===== config.mk =====
export PLATFORM = sky130hd
export DESIGN_NAME = cc_line_serializer
export DESIGN_NICKNAME = d
export VERILOG_FILES = /design/src/rtl/cc_line_serializer.sv
export SDC_FILE = /design/constraint.sdc
export NUM_CORES = 1
export LEC_CHECK = 0
export CORE_AREA = 4 4 226 228
export DETAILED_ROUTE_END_ITERATION = 8
export DIE_AREA = 0 0 230 232
export PLACE_DENSITY = 0.78
export SETUP_SLACK_MARGIN = 0.1
export SLEW_MARGIN = 0
export SYNTH_ARGS = -nofsm -noshare
export SYNTH_HDL_FRONTEND = slang
export SYNTH_SLANG_ARGS = --single-unit

===== constraint.sdc =====
create_clock -name clk -period 5.7 [get_ports clk]
set_clock_uncertainty 0.15 [all_clocks]
set_input_delay 1.14 -clock clk [delete_from_list [all_inputs] [get_ports clk]]
set_output_delay 1.14 -clock clk [all_outputs]
set_load 0.02 [all_outputs]

===== src/rtl/cc_line_serializer.sv =====
// Cache-hit line serializer: pops one {line, offset} entry from a show-ahead FIFO and
// emits it as a fixed 8-beat burst, critical word first, wrapping within the line.
module cc_line_serializer #(
  parameter int LINE_WIDTH   = 512,
  parameter int OFFSET_WIDTH = 6,
  parameter int BEAT_WIDTH   = 64
) (
  input  logic                             clk,
  input  logic                             rst_n,
  input  logic                             fifo_empty_i,
  input  logic                             fifo_aempty_i,
  input  logic [LINE_WIDTH+OFFSET_WIDTH-1:0] fifo_rdata_i,
  output logic                             fifo_rden_o,
  output logic [BEAT_WIDTH-1:0]            rdata_o,
  output logic                             rlast_o,
  output logic                             rvalid_o,
  input  logic                             rready_i
);

  localparam int BEATS = LINE_WIDTH / BEAT_WIDTH;
  localparam int IDX_W = $clog2(BEATS);

  typedef enum logic {
    IDLE,
    SEND
  } state_t;

  state_t                  state_q, state_d;
  logic [LINE_WIDTH-1:0]   line_q;
  logic [IDX_W-1:0]        start_q;
  logic [IDX_W-1:0]        beat_q, beat_d;
  logic [IDX_W-1:0]        idx;
  logic                    load;
  logic                    handshake;
  logic                    last_beat;

  // Almost-empty and the sub-word byte offset carry no information for this block.
  logic unused_inputs;
  assign unused_inputs = ^{fifo_aempty_i, fifo_rdata_i[OFFSET_WIDTH-IDX_W-1:0]};

  assign rvalid_o  = (state_q == SEND);
  assign handshake = rvalid_o && rready_i;
  assign last_beat = (beat_q == IDX_W'(BEATS - 1));
  assign rlast_o   = rvalid_o && last_beat;

  // Word index wraps naturally in IDX_W bits, giving critical-word-first order.
  assign idx     = start_q + beat_q;
  assign rdata_o = line_q[idx*BEAT_WIDTH +: BEAT_WIDTH];

  // NOTE: every output of an always_comb gets a default first, so no path leaves it
  // unassigned and no latch is inferred.
  always_comb begin
    state_d     = state_q;
    beat_d      = beat_q;
    load        = 1'b0;
    fifo_rden_o = 1'b0;
    unique case (state_q)
      IDLE: begin
        if (!fifo_empty_i) begin
          fifo_rden_o = 1'b1;
          load        = 1'b1;
          state_d     = SEND;
        end
      end
      SEND: begin
        if (handshake) begin
          beat_d = beat_q + 1'b1;
          if (last_beat) begin
            if (!fifo_empty_i) begin
              // Chain straight into the next line with no idle cycle.
              fifo_rden_o = 1'b1;
              load        = 1'b1;
            end else begin
              state_d = IDLE;
            end
          end
        end
      end
      default: state_d = IDLE;
    endcase
    if (load) beat_d = '0;
  end

  // NOTE: state is updated with non-blocking assignments so every register samples
  // the pre-edge values of the others.
  always_ff @(posedge clk or negedge rst_n) begin
    if (!rst_n) begin
      state_q <= IDLE;
      beat_q  <= '0;
    end else begin
      state_q <= state_d;
      beat_q  <= beat_d;
    end
  end

  // NOTE: the wide line register is reset too, so rdata_o reads zero out of reset
  // instead of whatever the flops powered up with.
  always_ff @(posedge clk or negedge rst_n) begin
    if (!rst_n) begin
      line_q  <= '0;
      start_q <= '0;
    end else if (load) begin
      line_q  <= fifo_rdata_i[LINE_WIDTH+OFFSET_WIDTH-1:OFFSET_WIDTH];
      start_q <= fifo_rdata_i[OFFSET_WIDTH-1:OFFSET_WIDTH-IDX_W];
    end
  end

endmodule


==> summary.md, run 1 <==
| Metric | Value |
|---|---|
| Ys Warns | 0 |
| Setup bufs post-CTS | 0 |
| TNS Setup | 0 ns |
| CTS tree | built |
| Top cell type's share of synthesized area | 55.5% |
| Type of origin of the critical path | register |
| Avg Inst Size Synth | 17.5 sq um |
| ANT nets after route | 0 |
| Gr usage total | 23.1% |
| Worst-Skew Late Latency | 0.58 ns |
| WL/cell | 23.5 microns |
| Routed WL | 62000 microns |
| Vias in the first global route | 16000 |
| Register-to-Register Path Depth | 7 |
| CTS sink cnt | 519 |
| Switching share of total power | 33.9% |
| Pleak | 13.2 nW |
| Core Region | 48800 sq um |
| I/O Pins | 590 |
| Post-synthesis adder-cell area fraction | 0.246% |
| First-pass GRT wire length | 94300 microns |
| Die area | 53400 sq um |
| Hold WS | 0.333 ns |
| Fin. Hold Viols | 0 |
| Slew HR | 33.1% |
| RR Startpoint | beat_q[0] |
| Vias/cell | 5.33 |
| Area leader, netlist | dfrtp_1 |
| Post-CTS Resized | 0 |
| Crit path kind | register to primary output |
| Period minus WS final | 5.34 ns |
| Endpoints failing setup | 0 |
| Syn Nets | 1868 |
| TritonRoute pass-1 iters | 4 |
| Largest family of logic cells by synthesized area | multiplexers |
| Area contributors post-synth | dfrtp_1 (55%), mux2_2 (24%), mux4_2 (12%) |
| Residual DRC | 0 |
| Cells on Worst Hold Path | 1 |
| Critical path arrival | 4.05 ns |
| Crit path required time | 4.41 ns |
| Initial antenna violation count | 33 |
| Min-Delay Endpoint | line_q[259] |
| Crit-path max cell delay | 0.71 ns |
| Clock Power Share | 15.4% |
| Power Total | 23.5 mW |
| Max IR drop VDD | 0.440 mV |
| Clock-pin slew on the worst setup and hold paths | 0.06 ns |
| Register bit total from synthesis | 519 |
| Mapped Cells | 1341 |
| Final core occ | 65.1% |
| Buffer depth of the longest clock path | 3 |
| Max-cap violations | 0 |
| Clock root buffer master | clkbuf_16 |
| Xor/xnor share of the synthesized area | 0.187% |
| Final #Nets | 2443 |
| Power Internal | 15.6 mW |
| Pins Over Slew Limit | 0 |
| Min-delay src | line_q[259] |
| Num CTS Buffers | 56 |
| R2R setup slack | 2.32 ns |
| Row cnt | 81 |
| Worst Path Max Fanout | 14 |
| GRT overflow | 0 |
| Pwr/cell area | 740 nW/um^2 |
| Buffers on Ports | 585 |
| Chip height | 232 microns |
| Post-synth cell types | 22 |
| Via count | 14100 |
| Flop pwr share | 27.2% |
| Worst setup EP type | primary output |
| FMAX | 187 MHz |
| Synth Area in Compound Gates | 0.187% |
| Crit-path cells | ha_4 > inv_1 > fa_4 > xor2_2 > xnor2_4 > buf_4 > mux2_4 > clkdlybuf4s50_1 |
| Reg-to-reg endpoint | line_q[239] |
| Post-synthesis sequential area ratio | 55.5% |
| Routability Congestion | 0.827 |
| Initial drt markers | 607 |
| Post-synthesis mux area share | 41.2% |
| RSZ-0062 raised after global routing | no |
| Layout cells sized above 1 | 40.8% |
| Post-Synth Simple-Gate Area | 0.107% |
| Comb pwr share | 57.4% |
| Outcome | completed |
| Mapped Area | 23400 sq um |
| Final Non-Filler Cells | 2645 |
| Placed cell count | 2522 |
| Slowest cell on the critical path | xnor2_4 |
| Least-Margin Pin Slew | 1.00 ns |
| Die Span X | 230 microns |
| Worst Hold Class | register to register |
| Net Sw Power | 7.96 mW |
| Largest net degree at the start of global routing | 185 |
| Fill cell count | 3539 |
| Area growth, synth to finish | 35.9% |
| Final worst-path cycle share | 93.6% |
| Detail Placement HPWL | 44700 microns |
| Htree depth | 2 |
| Initial Util | 47.9% |
| Cts hold-fix bufs | 0 |
power by group through the flow:
stage | combinational, mW | sequential (mW) | clock [mW]
after floorplan | 9.33 | 6.10 | 0
after global placement | 13.5 | 6.34 | 0
after detailed placement | 13.7 | 6.48 | 0
after CTS | 13.7 | 6.43 | 3.72
after global routing | 14.2 | 6.64 | 3.89
final | 13.5 | 6.41 | 3.62
metal layers:
metal  part of all wire, %  track usage, %  routed length, microns  vias up
met5                  0.20               0                     126        -
met4                   3.6            10.1                    2260       20
met3                   8.3            8.28                    5160      144
met2                    50            38.4                   31200      454
met1                    37            27.2                   23200     7286
li1                      -               -                       -     6194
cell type report:
| type | count | area (sq um) | area share, % |
|---|---|---|---|
| antenna | 24 | 60.1 | 0.189 |
| clock buffer | 91 | 1720 | 5.42 |
| clock inverter | 8 | 119 | 0.374 |
| inverter | 4 | 15.0 | 0.0472 |
| multi-input combinational | 727 | 9850 | 31.0 |
| sequential | 519 | 13000 | 40.8 |
| tap | 664 | 831 | 2.61 |
| timing repair buffer | 608 | 6210 | 19.5 |
layout by cell type (no fill, tap or decap), drive strengths merged:
master,count
buf,24
and2,1
a21oi,2
a22o,3
inv,4
xor2,1
ha,3
o21a,1
mux4,128
clkinv,5
bufinv,3
xnor2,1
nor2,1
diode,24
dfrtp,519
clkbuf,91
clkdlybuf4s50,584
mux2,580
fa,1
mux2i,1
nand2,4
worst max path at each step:
| stage | start | to | slack [ns] | cells after the start |
|---|---|---|---|---|
| after global placement | beat_q[0] | rdata_o[52] | 0.92 | 8 |
| final | beat_q[0] | rdata_o[52] | 0.36 | 8 |
| after CTS | beat_q[0] | rdata_o[52] | 0.23 | 8 |
| after global routing | beat_q[0] | rdata_o[3] | 0.19 | 8 |
| after floorplan | beat_q[0] | rdata_o[44] | 2.16 | 7 |
| after detailed placement | beat_q[0] | rdata_o[52] | 0.90 | 8 |
worst max-delay path, delay by kind of cell (launching register included):
| kind | cells | cell delay [ns] |
|---|---|---|
| muxes | 1 | 0.33 |
| buffers and inverters | 3 | 1.11 |
| xor gates and xnor gates | 2 | 0.90 |
| DFF | 1 | 0.50 |
| adders and majority gates | 2 | 0.60 |
synthesized netlist by cell type:
library cell	number
a21oi_1	2
a22o_1	3
and2_1	1
buf_1	1
buf_2	33
buf_4	41
buf_6	6
clkbuf_1	10
dfrtp_1	519
fa_1	1
ha_1	3
inv_1	4
mux2_1	21
mux2_2	499
mux2_4	60
mux2i_1	1
mux4_2	128
nand2_1	4
nor2_1	1
o21a_1	1
xnor2_4	1
xor2_2	1
through the flow:
stage / setup WS, ns / cell area (sq um)
floorplan: 2.16 / 23400
global placement: 0.920 / 29900
detailed placement: 0.899 / 29900
CTS: 0.227 / 31700
global route: 0.186 / 31800
finish: 0.362 / 31800
sequential cells by signal, summed over array words and instances (netlist names):
name	flops
line_q	512
rvalid_o	1
start_q	3
beat_q	3
kinds of logic (layout without fill, tap and decap cells):
kind of cell | count (synthesis) | after routing
mux | 709 | 709
flops | 519 | 519
buf+inv | 95 | 711
compound gates | 6 | 6
simple gates | 6 | 6
fa+ha+maj | 4 | 4
xor+xnor | 2 | 2
other cells | 0 | 24
Power figures use the tool's default switching activity.
==> run 2, diff against run 1 <==
- CORE_AREA: 4 4 226 228 -> 2 2 231 233
- CTS_CLUSTER_SIZE: not set -> 8
- DIE_AREA: 0 0 230 232 -> 0 0 233 235
- PLACE_DENSITY: 0.78 -> 0.74
- SKIP_CTS_REPAIR_TIMING: not set -> 1
==> run 2 against run 1 <==
  * Sequential share of layout area is 0.18 points lower
  * Highest routed layer unchanged
  * Combinational power barely moved
  * Largest power group unchanged
  * Sequential cell count unchanged
  * Critical path depth unchanged
  * Clock power rose by 6.6%
  * First-iteration DRC count grew 0.99%
  * Die area up 2.6%
  * Final cell count did not move
  * Fmax shrank 0.71%
  * Non-clock buffer count up 1
  * Worst hold slack worse by 0.0048 ns
==> summary.md, run 2 (synthesis gave the netlist of run 1 again) <==
| Metric | Value |
|---|---|
| Least-Margin Pin Slew | 1.36 ns (+0.361 ns) |
| Type of origin of the critical path | register |
| FMAX | 186 MHz (-0.71%) |
| TritonRoute pass-1 iters | 4 (unchanged) |
| Gr usage total | 22.7% (-0.33 points) |
| Min-delay src | line_q[251] |
| Register-to-Register Path Depth | 7 (unchanged) |
| Core Region | 52200 sq um (+6.9%) |
| Power Total | 23.8 mW (+1.3%) |
| I/O Pins | 590 (unchanged) |
| Crit path required time | 4.41 ns (about the same) |
| Outcome | completed |
| Critical path arrival | 4.09 ns (+0.04 ns) |
| Reg-to-reg endpoint | line_q[490] |
| Final #Nets | 2462 (+0.78%) |
| Net Sw Power | 8.05 mW (+1.1%) |
| Flop pwr share | 27.0% (-0.2 points) |
| Max IR drop VDD | 0.446 mV (+1.2%) |
| Die Span X | 233 microns (+1.3%) |
| Most common cell after layout, fill and taps aside | clkdlybuf4s50_1 |
| Final worst-path cycle share | 94.3% (+0.67 points) |
| Detail Placement HPWL | 43900 microns (-1.7%) |
| Cells on Worst Hold Path | 1 (unchanged) |
| Slowest cell on the critical path | xnor2_4 |
| Routability Congestion | 0.787 (-4.8%) |
| Vias in the first global route | 15800 (-1.2%) |
| Max-cap violations | 0 (unchanged) |
| Largest net degree at the start of global routing | 193 (+4.3%) |
| Comb pwr share | 56.8% (-0.6 points) |
| Top reg by flops | line_q |
| Slew HR | 9.00% (-24 points) |
| Area growth, synth to finish | 36.5% |
| Buffer depth of the longest clock path | 3 (unchanged) |
| Clock-pin slew on the worst setup and hold paths | 0.05 ns (about the same) |
| Pins Over Slew Limit | 0 (unchanged) |
| Worst setup EP type | primary output |
| Residual DRC | 0 (unchanged) |
| Crit-path cells | ha_4 > inv_1 > fa_4 > xor2_2 > xnor2_4 > buf_4 > mux2_4 > clkdlybuf4s50_1 |
| Crit-path max cell delay | 0.70 ns (about the same) |
| Switching share of total power | 33.8% (-0.074 points) |
| RR Startpoint | beat_q[0] |
| Worst-Skew Late Latency | 0.58 ns (about the same) |
| Clock Power Share | 16.2% (+0.8 points) |
| Pwr/cell area | 746 nW/um^2 (+0.87%) |
| Commonest cells after routing, fill and taps aside | clkdlybuf4s50_1 (584), dfrtp_1 (519), mux2_2 (499) |
| Clock root buffer master | clkbuf_16 |
| Pleak | 13.3 nW (+0.48%) |
| Via count | 14100 (-0.17%) |
| WL/cell | 23.4 microns (-0.27%) |
| Fin. Hold Viols | 0 (unchanged) |
| Endpoints failing setup | 0 (unchanged) |
| ANT nets after route | 0 (unchanged) |
| First-pass GRT wire length | 93800 microns (-0.48%) |
| Row cnt | 84 (+3.7%) |
| Initial antenna violation count | 30 (-9.1%) |
| GRT overflow | 0 (unchanged) |
| CTS tree | built |
| Htree depth | 3 (+1) |
| Worst Path Max Fanout | 20 (+6) |
| Crit path kind | register to primary output |
| R2R setup slack | 2.27 ns (-0.05 ns) |
| Die area | 54800 sq um (+2.6%) |
| Min-Delay Endpoint | line_q[251] |
| Initial drt markers | 613 (+0.99%) |
| Chip height | 235 microns (+1.3%) |
| Layout cells sized above 1 | 41.1% (+0.28 points) |
| Routed WL | 61900 microns (-0.27%) |
| Num CTS Buffers | 74 (+32%) |
| Largest register FFs | 512 (unchanged) |
| Largest registers | line_q (512), beat_q (3), start_q (3) |
| Vias/cell | 5.32 (-0.17%) |
| TNS Setup | 0 ns (unchanged) |
| Period minus WS final | 5.38 ns (+0.0380 ns) |
| Initial Util | 44.8% (-3.1 points) |
| Buffers on Ports | 585 (unchanged) |
| CTS sink cnt | 519 (unchanged) |
| Power Internal | 15.8 mW (+1.4%) |
| Worst Hold Class | register to register |
| RSZ-0062 raised after global routing | no |
-- run 2: how the worst max path moves through the flow --
stage	start	to	slack (ns)	cells past startpoint
detailed placement	beat_q[0]	rdata_o[37]	0.87	8
CTS	beat_q[0]	rdata_o[37]	0.21	8
finish	beat_q[0]	rdata_o[30]	0.32	8
global placement	beat_q[0]	rdata_o[37]	0.87	8
floorplan	beat_q[0]	rdata_o[44]	2.16	7
global route	beat_q[0]	rdata_o[24]	0.13	8
-- run 2: cell type report --
cell class,count,area (sq um)
inverter,4,15.0
tap,688,861
timing repair buffer,609,6230
fill,3909,20300
antenna,18,45.0
multi-input combinational,727,9850
clock buffer,78,1930
sequential,519,13000
clock inverter,2,17.5
-- run 2: through the flow --
stage / cells / area [sq um] / setup WS, ns / util, % / hold slack [ns]
after floorplan: 1341 / 23400 / 2.16 / - / 0.302
after global placement: 2547 / 29900 / 0.867 / 57.3 / 0.313
after detailed placement: 2547 / 29900 / 0.865 / 57.3 / 0.322
after CTS: 2627 / 31900 / 0.214 / 61.1 / 0.333
after global routing: 2639 / 31900 / 0.135 / 61.1 / 0.350
final: 2645 / 31900 / 0.324 / 61.1 / 0.328
-- run 2: layer usage --
layer | part of all wire [%] | vias to the layer above | GRT usage, %
met5 | 0.27 | - | 0
met4 | 3.2 | 26 | 8.34
met3 | 9.3 | 146 | 9.21
met2 | 50 | 468 | 37.9
met1 | 37 | 7220 | 26.3
li1 | - | 6214 | -
-- run 2: worst max-delay path: cells and delay by family (launching register included) --
kind                       cells  cell delay, ns
muxes                          1            0.34
DFF                            1            0.47
xor gates and xnor gates       2            0.89
buffers and inverters          3            1.17
adders and majority gates      2            0.59
-- run 2: power by group through the flow --
stage | sequential [mW] | combinational, mW | clock [mW]
final | 6.44 | 13.5 | 3.86
after global routing | 6.67 | 14.3 | 4.12
after CTS | 6.45 | 13.7 | 3.97
after detailed placement | 6.49 | 13.7 | 0
after global placement | 6.35 | 13.5 | 0
after floorplan | 6.10 | 9.33 | 0
==> run 3, diff against run 2 <==
- CORE_AREA: 2 2 231 233 -> 2 2 226 228
- DIE_AREA: 0 0 233 235 -> 0 0 228 230
- PLACE_DENSITY: 0.74 -> 0.77
- clock period: 5.7 -> 5.6 ns (I/O delays scaled with it)
==> run 3 against run 2 <==
  * Sequential share of layout area about the same
  * Cell area about the same
  * Critical path type unchanged
  * Critical endpoint is now rdata_o[7]
  * First-iteration DRC count up 11%
  * Sequential cell count unchanged
  * Routed wire length up 0.59%
  * Sequential power up 2%
  * Setup slack better by 0.035 ns
  * Clock-buffer cell count up 2
==> summary.md, run 3 (synthesis gave the netlist of run 1 again) <==
| Metric | Value |
|---|---|
| Outcome | completed |
| Area after DPL | 29900 sq um (-0.19%) |
| Largest net degree at the start of global routing | 194 (+0.52%) |
| Crit path required time | 4.33 ns (-0.08 ns) |
| Worst Hold Class | register to register |
| Chip height | 230 microns (-2.1%) |
| TritonRoute pass-1 iters | 4 (unchanged) |
| Period minus WS final | 5.24 ns |
| Final worst-path cycle share | 93.6% |
| Buffers on Ports | 585 (unchanged) |
| Worst Path Max Fanout | 28 (+40%) |
| Core Region | 49900 sq um (-4.5%) |
| Vias in the first global route | 16300 (+2.8%) |
| Die Span X | 228 microns (-2.1%) |
| Post-route cell area | 32000 sq um (about the same) |
| Commonest cells after routing, fill and taps aside | clkdlybuf4s50_1 (584), dfrtp_1 (519), mux2_2 (499) |
| Routability Congestion | 0.870 (+10%) |
| Worst-Skew Late Latency | 0.58 ns (about the same) |
| RSZ-0062 raised after global routing | no |
| Pins Over Slew Limit | 0 (unchanged) |
| Initial drt markers | 683 (+11%) |
| Initial antenna violation count | 31 (+3.3%) |
| Clock-pin slew on the worst setup and hold paths | 0.05 ns (about the same) |
| Routed WL | 62200 microns (+0.59%) |
| Type of origin of the critical path | register |
| Final Non-Filler Cells | 2635 (-0.38%) |
| Fin. Hold Viols | 0 (unchanged) |
| Pleak | 13.3 nW (+0.18%) |
| TNS Setup | 0 ns (unchanged) |
| Vias/cell | 5.40 (+1.6%) |
| First-pass GRT wire length | 96300 microns (+2.7%) |
| Initial Util | 46.9% (+2.1 points) |
| Largest register FFs | 512 (unchanged) |
| WL/cell | 23.6 microns (+0.97%) |
| Area growth, synth to finish | 36.6% (about the same) |
| Power Total | 24.3 mW (+2.0%) |
| Max IR drop VDD | 0.475 mV (+6.6%) |
| Residual DRC | 0 (unchanged) |
| Max-cap violations | 0 (unchanged) |
| Row cnt | 82 (-2.4%) |
| Crit path kind | register to primary output |
| Placed cell count | 2531 (-0.63%) |
| Endpoints failing setup | 0 (unchanged) |
| GRT overflow | 0 (unchanged) |
| Buffer depth of the longest clock path | 3 (unchanged) |
| I/O Pins | 590 (unchanged) |
| Least-Margin Pin Slew | 1.43 ns (+0.0690 ns) |
| ANT nets after route | 0 (unchanged) |
| Top reg by flops | line_q |
| Final #Nets | 2463 (+0.041%) |
| Clock root buffer master | clkbuf_16 |
| CTS tree | built |
| FMAX | 191 MHz |
| Largest registers | line_q (512), beat_q (3), start_q (3) |
| Die area | 52400 sq um (-4.2%) |
| Via count | 14200 (+1.2%) |
| Slew HR | 4.40% (-4.6 points) |
| Detail Placement HPWL | 44000 microns (+0.17%) |
| Critical path arrival | 3.97 ns (-0.12 ns) |
| Most common cell after layout, fill and taps aside | clkdlybuf4s50_1 |
| Pwr/cell area | 760 nW/um^2 (+1.9%) |
| Worst setup EP type | primary output |
| Htree depth | 3 (unchanged) |
| Gr usage total | 24.2% (+1.5 points) |
| Layout cells sized above 1 | 41.2% (+0.15 points) |
| Num CTS Buffers | 75 (+1.4%) |
| CTS sink cnt | 519 (unchanged) |
[run 3: cell count changes in the layout (fill, tap and decap cells not counted), sizes merged]
cell,before,now
clkbuf,78,80
clkinv,0,2
diode,18,19
inv,6,7
[run 3: path summary, 6_finish.rpt]
check                                   end  slack (ns)        start  cells after the start
worst max-delay path             rdata_o[7]        0.36    beat_q[0]                      7
worst min-delay path            line_q[264]        0.33  line_q[264]                      1
worst max register to register  line_q[507]        1.91    beat_q[0]                      7
worst min register to register  line_q[264]        0.33  line_q[264]                      1
max in group asynchronous       line_q[138]        3.69        rst_n                      2
min in group asynchronous       line_q[395]        0.42        rst_n                      1
[run 3: critical path, stage by stage, from the launching register on]
cell	delay [ns]
dfrtp_1	0.48
ha_4	0.17
inv_1	0.04
fa_4	1.11
buf_12	0.28
mux4_2	0.40
mux2_4	0.29
clkdlybuf4s50_1	0.57
[run 3: layout make-up]
type                       count  area (sq um)
clock inverter                 5          62.6
tap                          672           841
inverter                       4          15.0
antenna                       19          47.5
sequential                   519         13000
multi-input combinational    727          9850
timing repair buffer         609          6190
fill                        3657         17900
clock buffer                  80          1970
[run 3: per-stage QoR]
step           setup WS (ns)  util (%)  hold WS (ns)
2_1_floorplan           2.08         -         0.302
3_3_place_gp           0.960      59.9         0.314
3_5_place_dp           0.935      59.9         0.320
4_1_cts                0.281      64.0         0.331
5_1_grt                0.206      64.1         0.355
6_report               0.359      64.1         0.327
[run 3: metal layers]
metal / track usage (%) / share of wire (%) / vias up
met5: 0 / 0.29 / -
met4: 11.7 / 4.6 / 28
met3: 8.85 / 8.0 / 173
met2: 40.1 / 50 / 476
met1: 28.1 / 37 / 7345
li1: - / - / 6220
[run 3: power by group]
part           internal, mW  total [mW]  leakage, nW  switching [mW]
clock network          2.46        4.03         1.00            1.57
logic                  7.99        13.7         5.96            5.73
registers              5.60        6.55         6.33           0.950
total                  16.0        24.3         13.3            8.25
